**config.mk**
```make
export PLATFORM = sky130hd
export DESIGN_NAME = pc_fetch_ctrl
export DESIGN_NICKNAME = d
export VERILOG_FILES = /design/src/rtl/pc_fetch_ctrl.sv
export SDC_FILE = /design/constraint.sdc
export NUM_CORES = 1
export LEC_CHECK = 0
export CORE_ASPECT_RATIO = 1.25
export CORE_MARGIN = 4
export CORE_UTILIZATION = 47
export DETAILED_ROUTE_END_ITERATION = 8
export PLACE_DENSITY = 0.81
export SYNTH_ARGS = -nofsm -noshare
export SYNTH_HDL_FRONTEND = slang
export SYNTH_SLANG_ARGS = --single-unit
```
**constraint.sdc**
```tcl
create_clock -name clk -period 2.5 [get_ports clk]
set_input_delay 0.5 -clock clk [delete_from_list [all_inputs] [get_ports clk]]
set_output_delay 0.5 -clock clk [all_outputs]
set_load 0.01 [all_outputs]
```
**src/rtl/pc_fetch_ctrl.sv**
```systemverilog
// -----------------------------------------------------------------------------
// pc_fetch_ctrl
//
// Purpose:
//   Program-counter owner for the fetch stage. It sits directly upstream of
//   the instruction ROM and drives that ROM's fetch address and chip-enable.
//   It handles the following cases:
//     - stall hold
//     - branch redirect
//     - flush redirect for exceptions and eret
//     - buffering of one branch target that arrives while the stage is stalled
//   It also flags misaligned fetch addresses for the exception logic.
//
// Optional feature (macro PC_FETCH_CNT_EN):
//   When defined, fetch_cnt_o counts completed fetches. A fetch is completed
//   on any edge in S_RUN with no stall, no flush and no fetch error. The
//   counter wraps at 2^32 and is cleared by reset.
//   When undefined, fetch_cnt_o is tied to zero and no counter register is
//   built.
//
// Parameters:
//   RESET_PC  PC loaded by reset; this is always the first fetch address.
//   PC_STEP   Sequential increment in bytes.
//
// Ports:
//   clk              in   system clock, rising edge
//   rst              in   synchronous reset, active low
//   stall_i          in   1 = hold the PC
//   branch_flag_i    in   1 = taken branch/jump resolved in ID this cycle
//   branch_target_i  in   branch/jump target (valid with branch_flag_i)
//   flush_i          in   1 = redirect to new_pc_i (highest priority)
//   new_pc_i         in   exception handler / return address
//   pc_o             out  current fetch address (registered)
//   ce_o             out  ROM chip-enable (registered, 1 while running)
//   fetch_err_o      out  ce_o and pc_o not word aligned (combinational)
//   redirect_pend_o  out  a branch target is buffered behind a stall
//   fetch_cnt_o      out  completed-fetch counter (zero when feature off)
// -----------------------------------------------------------------------------
module pc_fetch_ctrl #(
  parameter logic [31:0] RESET_PC = 32'h0000_0000,
  parameter int unsigned PC_STEP  = 4
) (
  input  logic        clk,
  input  logic        rst,
  input  logic        stall_i,
  input  logic        branch_flag_i,
  input  logic [31:0] branch_target_i,
  input  logic        flush_i,
  input  logic [31:0] new_pc_i,
  output logic [31:0] pc_o,
  output logic        ce_o,
  output logic        fetch_err_o,
  output logic        redirect_pend_o,
  output logic [31:0] fetch_cnt_o
);

  typedef enum logic {
    S_RST = 1'b0,
    S_RUN = 1'b1
  } state_t;

  localparam logic [31:0] STEP = 32'(PC_STEP);

  state_t      state_reg,       state_next;
  logic [31:0] pc_reg,          pc_next;
  logic        pend_valid_reg,  pend_valid_next;
  logic [31:0] pend_target_reg, pend_target_next;

  // ---------------------------------------------------------------------------
  // State register
  // ---------------------------------------------------------------------------
  always_ff @(posedge clk) begin
    if (!rst) begin
      state_reg       <= S_RST;
      pc_reg          <= RESET_PC;
      pend_valid_reg  <= 1'b0;
      pend_target_reg <= 32'h0;
    end else begin
      state_reg       <= state_next;
      pc_reg          <= pc_next;
      pend_valid_reg  <= pend_valid_next;
      pend_target_reg <= pend_target_next;
    end
  end

  // ---------------------------------------------------------------------------
  // Next-state / next-PC logic
  // ---------------------------------------------------------------------------
  always_comb begin
    state_next       = state_reg;
    pc_next          = pc_reg;
    pend_valid_next  = pend_valid_reg;
    pend_target_next = pend_target_reg;

    case (state_reg)
      S_RST: begin
        // All pipeline inputs are ignored here.
        // This guarantees that the first fetch is RESET_PC.
        state_next = S_RUN;
      end

      S_RUN: begin
        if (flush_i) begin
          // A flush overrides everything, including a buffered branch.
          pc_next         = new_pc_i;
          pend_valid_next = 1'b0;
        end else if (stall_i) begin
          // Hold the PC.
          // A branch seen during the stall is parked until the stall releases.
          // A newer parked branch replaces an older one.
          if (branch_flag_i) begin
            pend_valid_next  = 1'b1;
            pend_target_next = branch_target_i;
          end
        end else if (branch_flag_i) begin
          // A live branch is newer than any buffered one, so it wins.
          pc_next         = branch_target_i;
          pend_valid_next = 1'b0;
        end else if (pend_valid_reg) begin
          pc_next         = pend_target_reg;
          pend_valid_next = 1'b0;
        end else begin
          // Natural 32-bit wrap, with no flag.
          pc_next = pc_reg + STEP;
        end
      end

      default: begin
        state_next = S_RST;
      end
    endcase
  end

  // ---------------------------------------------------------------------------
  // Outputs
  // ---------------------------------------------------------------------------
  assign pc_o            = pc_reg;
  assign ce_o            = (state_reg == S_RUN);
  assign redirect_pend_o = pend_valid_reg;

  // The PC is not corrected here.
  // The exception logic is expected to respond with a flush.
  assign fetch_err_o = ce_o & (pc_reg[1:0] != 2'b00);

`ifdef PC_FETCH_CNT_EN
  logic [31:0] fetch_cnt_reg;

  always_ff @(posedge clk) begin
    if (!rst) begin
      fetch_cnt_reg <= 32'h0;
    end else if ((state_reg == S_RUN) && !stall_i && !flush_i && !fetch_err_o) begin
      fetch_cnt_reg <= fetch_cnt_reg + 32'd1;
    end
  end

  assign fetch_cnt_o = fetch_cnt_reg;
`else
  assign fetch_cnt_o = 32'h0;
`endif

endmodule
```
==> metrics.cfg <==
[run_status]
status = completed

[die]
start_util_pct = 48.9
die_h_um = 115
rows = 38
fp.dieW_um = 93.5
core-area_um2 = 8800
die_area_um2 = 10700
io_pins = 136

[power_and_ir_drop]
p_per_area_nw_per_um2 = 484
vdd_drop_max_uv = 321
power_w = 0.00268
power_leakage_nw = 2.02

[placed_design]
pre_cts_slack_ns = 0.284
io_buffer_count = 103
dpl.cell_count = 794
routabilityCongestion = 0.960
dp_hpwl_mm = 10.7

[timing]
relSlewSlack_pct = 52.5
fin_crit_sh_pct = 89.6
finalHoldViolations = 0
period_minus_slack_ns = 2.24
rsz0062_at_grt = false
setup_slack_ns = 0.260
setup_viol = 0
max_freq_mhz = 447
maxSlewViolCount = 0
setup_tns_ns = 0
worst_pin_slew_ns = 0.707
fin_skew_ns = 0.00824

[clocking]
cts_root_buffer = clkbuf_8
ctsResizeCount = 0
numClockSinks = 66
postCtsSetupBuffers = 0
cts_buffers = 9
cts_tree = yes
postCtsHoldBufs = 0
clock_latency_ns = 0.36
htree_levels = 3
cts.clk_slew.worst_paths_ns = 0.07
cts_buffer_depth = 2

[worst_setup_path]
critPathMaxFanout = 8
worstSetupStartpointType = register
cp.arrival_ns = 2.48
crit_required_ns = 2.74
crit_chain = ha_1 > nand3_1 > or4_1 > and4_2 > or3_1
end_kind = register
critical_path_class = register to register
crit_path_max_incr_delay_ns = 0.63
crit_path_top_delay_cell = or4_1

[logic_synthesis]
netlist_instances = 591
async_flop_share_pct = 0
ys.warnings.count = 0
synth-main-ff-cell = dfxtp_1
synth_area_um2 = 4300
yosys_register_bits = 66
synth_edf_count = 0
ys_types = 59
synth_area_per_cell_um2 = 7.27
yosysSeqAreaShare_pct = 30.7

[drt]
via_per_inst = 5.88
ant_nets = 0
wirelength_mm = 14.4
drt_first_pass_iters = 7
vias = 4754
wl_per_cell_um = 17.9
first_iter_violations = 378
drc = 0

[cells_and_area]
drive_gt1_share_pct = 7.56
layout_commonest_cell = nand2_1
layoutNonFillerInstCount = 808
num_antenna_cells = 0
num-fill-cells = 801
finalNetCount = 755
syn2layout_area_growth_pct = 28.9
layout_common_cells = 122 x nand2_1, 100 x clkdlybuf4s50_1, 66 x dfxtp_1, 44 x o21ai_0, 33 x a21boi_0

[global_routing]
grt-ovfl-total = 0
grt_max_degree = 50
grt_use_total_pct = 26.8
grt_pass1_wl_mm = 22.8
first_global_vias = 4535
grt_antenna_before_repair = 0

[flow_run]
maxCapViolCount = 0

[worst_hold_path]
min_path_type = register to register

==> power breakdown <==
group / switching [W] / total, W / internal [W] / leakage (nW)
clock network: 0.000419 / 0.000919 / 0.000501 / 0.101
logic: 0.000293 / 0.000586 / 0.000292 / 1.38
registers: 0.0000747 / 0.00118 / 0.00110 / 0.539
==> synth_stat cells (all sizes together), types with 10 or more instances <==
master	number	area, µm²
a21boi	33	248
a21oi	21	105
and3	10	62.6
buf	37	268
clkbuf	38	144
dfxtp	66	1320
nand2	122	458
nand3	27	135
nor2	22	82.6
nor3	19	95.1
o211ai	14	105
o21ai	45	225
==> cell families after synthesis <==
family                   after synthesis  share of synthesized area, %
AND/OR/NAND/NOR                      249                          27.7
multiplexers                           9                          2.10
flip-flops                            66                          30.7
adder cells (fa/ha/maj)                1                         0.291
XOR/XNOR                              10                          2.04
other                                  1                        0.0873
buffers and inverters                 84                          10.4
AO/OA/AOI/OAI                        171                          26.7
==> layout make-up <==
cell class,count,area [µm²],area share [%]
clock buffer,11,151,2.73
clock inverter,3,40.0,0.723
inverter,9,33.8,0.610
multi-input combinational,472,2650,47.8
sequential,66,1320,23.8
tap,120,150,2.71
timing repair buffer,127,1200,21.6
==> worst max-delay path, delay by kind of cell, from the launching register on <==
family / cells / cell delay [ns]
adder cells (fa/ha/maj): 1 / 0.27
flip-flops: 1 / 0.46
AND/OR/NAND/NOR: 4 / 1.40
==> per-layer routing <==
metal	wire length (µm)	GRT usage, %	up-vias
met4	537	14.2	0
met3	1110	4.91	45
li1	-	-	2233
met5	0	0	-
met2	7060	43.7	248
met1	5730	33.8	2228
==> worst paths after layout <==
path              cells past startpoint  slack [ns]             endpoint           startpoint
setup / recovery                      5        0.26             pc_o[18]              pc_o[2]
hold / removal                        2        0.46  pend_target_reg[26]  pend_target_reg[26]
setup reg to reg                      5        0.26             pc_o[18]              pc_o[2]
hold reg to reg                       2        0.46  pend_target_reg[26]  pend_target_reg[26]
==> metrics by stage <==
stage                     area (µm²)  hold slack, ns  util, %
after floorplan                 4410           0.439        -
after global placement          5350           0.448     60.8
after detailed placement        5350           0.455     60.8
after CTS                       5540           0.464     63.0
after global routing            5540           0.489     63.0
final                           5540           0.463     63.0
No activity file was read; power rests on OpenSTA's default activity.
==> patch 1: new RTL, same flow settings <==
Add an input register stage for `branch_target_i`, cleared by the reset; this delays it by one clock. The other inputs are not delayed to match.
--- a/src/rtl/pc_fetch_ctrl.sv
+++ b/src/rtl/pc_fetch_ctrl.sv
@@ -61,6 +61,16 @@
 
   localparam logic [31:0] STEP = 32'(PC_STEP);
 
+  logic [31:0] branch_target_q;
+
+  always_ff @(posedge clk) begin
+    if (!rst) begin
+      branch_target_q <= '0;
+    end else begin
+      branch_target_q <= branch_target_i;
+    end
+  end
+
   state_t      state_reg,       state_next;
   logic [31:0] pc_reg,          pc_next;
   logic        pend_valid_reg,  pend_valid_next;
@@ -110,11 +120,11 @@
           // A newer parked branch replaces an older one.
           if (branch_flag_i) begin
             pend_valid_next  = 1'b1;
-            pend_target_next = branch_target_i;
+            pend_target_next = branch_target_q;
           end
         end else if (branch_flag_i) begin
           // A live branch is newer than any buffered one, so it wins.
-          pc_next         = branch_target_i;
+          pc_next         = branch_target_q;
           pend_valid_next = 1'b0;
         end else if (pend_valid_reg) begin
           pc_next         = pend_target_reg;
Function: changed (Yosys sat finds a counterexample within 4 cycles, from zero or initial values and one cycle with rst low).
==> patch 1 against the original RTL <==
- area after synthesis is 22% higher
- sequential cell count is 32 higher
- global-route usage is 3.9 points lower
- power is 42% higher
- non-clock buffer count is 2 lower
- worst setup slack better by 71 ps
- design area is 18% higher
- routed wire length is 3.4% higher
- highest routed layer unchanged
==> patch 1: results (changes against the original RTL) <==
outcome - finished clean (unchanged)
Clock Latency Late Sink - 340 ps (was 360 ps)
via count - 5004 (was 4754)
worst slew pin tran - 690 ps (was 707 ps)
Final Skew - 9.53 ps (was 8.24 ps)
dpl ws - 164 ps (was 284 ps)
reg2reg end - pc_o[22] (was pc_o[18])
routability cong. - 0.897 (was 0.960)
Detailed Place HPWL - 11100 um (was 10700 um)
area delta synth->final - 25.2% (was 28.9%)
Seq/Total Area, Yosys - 37.4% (was 30.7%)
combinational share of power - 15.2% (was 21.8%)
Root Driver - clkbuf_16 (was clkbuf_8)
Fmax achieved - 461 MHz (was 447 MHz)
Worst setup EP type - output port (was flop)
CP max stage cell - dfxtp_1 (was or4_1)
WHS Endpoint - pend_target_reg[11] (was pend_target_reg[26])
peak supply drop - 358 uV (was 321 uV)
number of global-route vias before repair - 4609 (was 4535)
pin count of the biggest net entering global routing - 48 (was 50)
synth top area cells - dfxtp_1 37%, nand2_1 9.3%, buf_4 4.7% (was dfxtp_1 31%, nand2_1 11%, a21boi_0 5.8%)
gr usage total - 23.0% (was 26.8%)
Port Buffers - 103 (unchanged)
total CTS buffers - 9 (unchanged)
Total Wirelength - 14900 um (was 14400 um)
1st-iter DRT viols - 413 (was 378)
placed inst area - 6240 um^2 (was 5350 um^2)
Final ANT Viol Nets - 0 (unchanged)
family with the most delay on the worst path - flip-flops (was simple AND/OR/NAND/NOR gates)
Internal - 2840 uW (was 1900 uW)
Min Hold Slack - 461 ps (was 463 ps)
crit path to - fetch_err_o (was pc_o[18])
drt wl/cell - 17.2 um (was 17.9 um)
Sw Share - 25.5% (was 29.3%)
FF-to-FF Start - pc_o[3] (was pc_o[2])
worst path arrival time - 1670 ps (was 2480 ps)
Synth cell types - 70 (was 59)
share of cells above drive strength 1 - 7.72% (was 7.56%)
FF-to-FF path depth - 7 (was 5)
placed cells - 854 (was 794)
Max stage delay on crit path - 590 ps (was 630 ps)
Leak - 0.00239 uW (was 0.00202 uW)
top cells by count, synth - 130 x nand2_1, 98 x dfxtp_1, 37 x and2_1 (was 122 x nand2_1, 66 x dfxtp_1, 44 x o21ai_0)
first-pass GRT wire length - 23800 um (was 22800 um)
launch point of the worst path - ce_o (was pc_o[2])
Final #Nets - 803 (was 755)
# fillers - 955 (was 801)
Post-Syn Instances - 647 (was 591)
power share of the clock group - 39.6% (was 34.3%)
Hold Startpoint - pend_target_reg[11] (was pend_target_reg[26])
CP max FO - 12 (was 8)
Reg2Reg Setup Slack - 400 ps (was 260 ps)
-- patch 1: metal layers --
layer  vias up  track usage (%)  share of wire, %
met5         -                0                 0
met4         0             8.26               2.1
met3        30             3.26               8.4
met2       264             36.7                47
met1      2310             31.4                42
li1       2400                -                 -
-- patch 1: kinds of logic after synthesis --
family	after synthesis	share of synthesized area, %
simple gates	261	25.3
compound gates	178	23.4
flops	98	37.4
buf+inv	89	10.1
mux	10	1.91
xor+xnor	9	1.50
fa+ha+maj	1	0.239
other cells	1	0.0715
-- patch 1: cell type report --
class / count / share of cell area (%)
Multi-Input combinational cell: 491 / 43.7
Sequential cell: 98 / 29.9
Clock buffer: 11 / 3.70
Timing Repair Buffer: 125 / 18.5
Clock inverter: 5 / 1.26
Inverter: 8 / 0.458
Tap cell: 132 / 2.52
-- patch 1: tightest hold or removal path: cells and delay by family (launching register included) --
kind / cells / cell delay [ps]
and+or+nand+nor: 1 / 40
DFF: 1 / 310
AOI/OAI and AO/OA: 1 / 60
==> patch 2: new RTL, config.mk and constraints unchanged <==
Made on the original files. Add a define of `PC_FETCH_CNT_EN`.
--- a/src/rtl/pc_fetch_ctrl.sv
+++ b/src/rtl/pc_fetch_ctrl.sv
@@ -36,6 +36,8 @@
 //   redirect_pend_o  out  a branch target is buffered behind a stall
 //   fetch_cnt_o      out  completed-fetch counter (zero when feature off)
 // -----------------------------------------------------------------------------
+`define PC_FETCH_CNT_EN
+
 module pc_fetch_ctrl #(
   parameter logic [31:0] RESET_PC = 32'h0000_0000,
   parameter int unsigned PC_STEP  = 4
Check against the original RTL: not equivalent (Yosys sat finds a counterexample within 4 cycles, from zero or initial values and one cycle with rst low).
==> patch 2 against the original RTL <==
- via count increased by 27%
- design area increased by 33%
- area after synthesis increased by 26%
- worst setup slack improved by 2.9 ps
- sequential cell count is 32 higher
- count of clock-buffer cells in the layout shrank 1
- global-route usage up 0.36 points
- power increased by 41%
- routed wire length increased by 29%
- synthesized cell count increased by 21%
==> patch 2: results (changes against the original RTL) <==
share of synthesized registers carrying an async set or reset - 0% (unchanged)
Reg2Reg Setup Slack - 260 ps
synth top area cells - dfxtp_1 36%, nand2_1 8.5%, a21oi_1 5.6% (was dfxtp_1 31%, nand2_1 11%, a21boi_0 5.8%)
Synth cell types - 68 (was 59)
Post-Syn Instances - 718 (was 591)
Clock Latency Late Sink - 340 ps (was 360 ps)
Yosys Warn Count - 0 (unchanged)
drt wl/cell - 18.6 um (was 17.9 um)
Leak - 0.00256 uW (was 0.00202 uW)
via count - 6058 (was 4754)
Final Skew - 6.64 ps (was 8.24 ps)
top cells by count, synth - 122 x nand2_1, 98 x dfxtp_1, 61 x a21oi_1 (was 122 x nand2_1, 66 x dfxtp_1, 44 x o21ai_0)
# fillers - 950 (was 801)
number of global-route vias before repair - 6004 (was 4535)
Worst Hold Class - reg2reg (unchanged)
initial antenna violation count - 0 (unchanged)
Port Buffers - 135 (was 103)
Final #Nets - 929 (was 755)
outcome - finished clean (unchanged)
DRT Pass-1 Iters - 5 (was 7)
Root Driver - clkbuf_16 (was clkbuf_8)
WHS Endpoint - pend_target_reg[27] (was pend_target_reg[26])
Post-Syn Nets - 789
Relative slew margins - 68.9% (was 52.5%)
share of cells above drive strength 1 - 9.04% (was 7.56%)
pin count of the biggest net entering global routing - 38 (was 50)
CP max FO - 11 (was 8)
first-pass GRT wire length - 29800 um (was 22800 um)
fin cells - 998 (was 808)
routability cong. - 0.927 (was 0.960)
Diodes inserted - 0 (unchanged)
Max stage delay on crit path - 540 ps (was 630 ps)
CP max stage cell - or4_4 (was or4_1)
peak supply drop - 350 uV (was 321 uV)
placed cells - 982 (was 794)
placed inst area - 7060 um^2 (was 5350 um^2)
Hold Path Cell Cnt - 2 (unchanged)
1st-iter DRT viols - 432 (was 378)
Detailed Place HPWL - 13600 um (was 10700 um)
Hold Startpoint - pend_target_reg[27] (was pend_target_reg[26])
reg2reg end - pc_o[20] (was pc_o[18])
FF-to-FF path depth - 6 (was 5)
gr usage total - 27.2% (was 26.8%)
Seq/Total Area, Yosys - 36.2% (was 30.7%)
worst path arrival time - 2460 ps (was 2480 ps)
[patch 2: cell types whose count changed after synthesis, sizes merged, moves of 8 or more]
cell and change:
buf -30, nor2 +35, a21boi -33, or3 +8
xnor2 +22, a21oi +40, dfxtp +32
[patch 2: layout make-up]
| class | instances | share of cell area [%] |
|---|---|---|
| clock buffers | 10 | 3.24 |
| clock inverters | 6 | 1.22 |
| inverters | 15 | 0.762 |
| multi-input cells | 556 | 43.0 |
| flip-flops and latches | 98 | 26.6 |
| well taps | 135 | 2.29 |
| repair buffers | 178 | 22.9 |
[patch 2: cell families after synthesis]
kind of cell | after synthesis | share of synthesized area [%]
AO/OA/AOI/OAI | 182 | 20.7
XOR/XNOR | 38 | 6.14
adder cells (fa/ha/maj) | 2 | 0.462
buffers and inverters | 64 | 5.17
flip-flops | 98 | 36.2
multiplexers | 8 | 1.48
AND/OR/NAND/NOR | 326 | 29.8
[patch 2: how the worst max path moves through the flow]
stage / start / to / slack [ps] / cells after the start
floorplan: flush_i / fetch_cnt_o[8] / 470 / 6
CTS: ce_o / fetch_err_o / 260 / 4
detailed placement: stall_i / fetch_cnt_o[27] / 10 / 6
finish: pc_o[2] / pc_o[20] / 260 / 6
global placement: stall_i / fetch_cnt_o[27] / 110 / 6
global route: pc_o[2] / pc_o[20] / 100 / 6
[patch 2: power by group]
group	switching, uW	internal [uW]	total (uW)
logic	300	307	606
clock network	609	906	1510
registers	62.2	1610	1670
[patch 2: per-stage QoR]
stage | setup slack (ps) | hold WS (ps) | utilization, %
after global routing | 104 | 476 | 66.0
after CTS | 257 | 457 | 66.0
after global placement | 115 | 438 | 63.0
after floorplan | 468 | 431 | -
final | 263 | 457 | 66.0
after detailed placement | 14.7 | 448 | 63.0
[patch 2: per-layer routing]
metal,global-route usage (%),wire (um)
met1,31.9,7320
met2,47.3,9050
met3,7.20,1690
met4,11.2,497
met5,0,0
[patch 2: worst max-delay path, delay by kind of cell (launching register included)]
kind                       cells  cell delay [ps]
DFF                            1              480
adders and majority gates      1              290
and+or+nand+nor                2              660
AOI/OAI and AO/OA              3              690
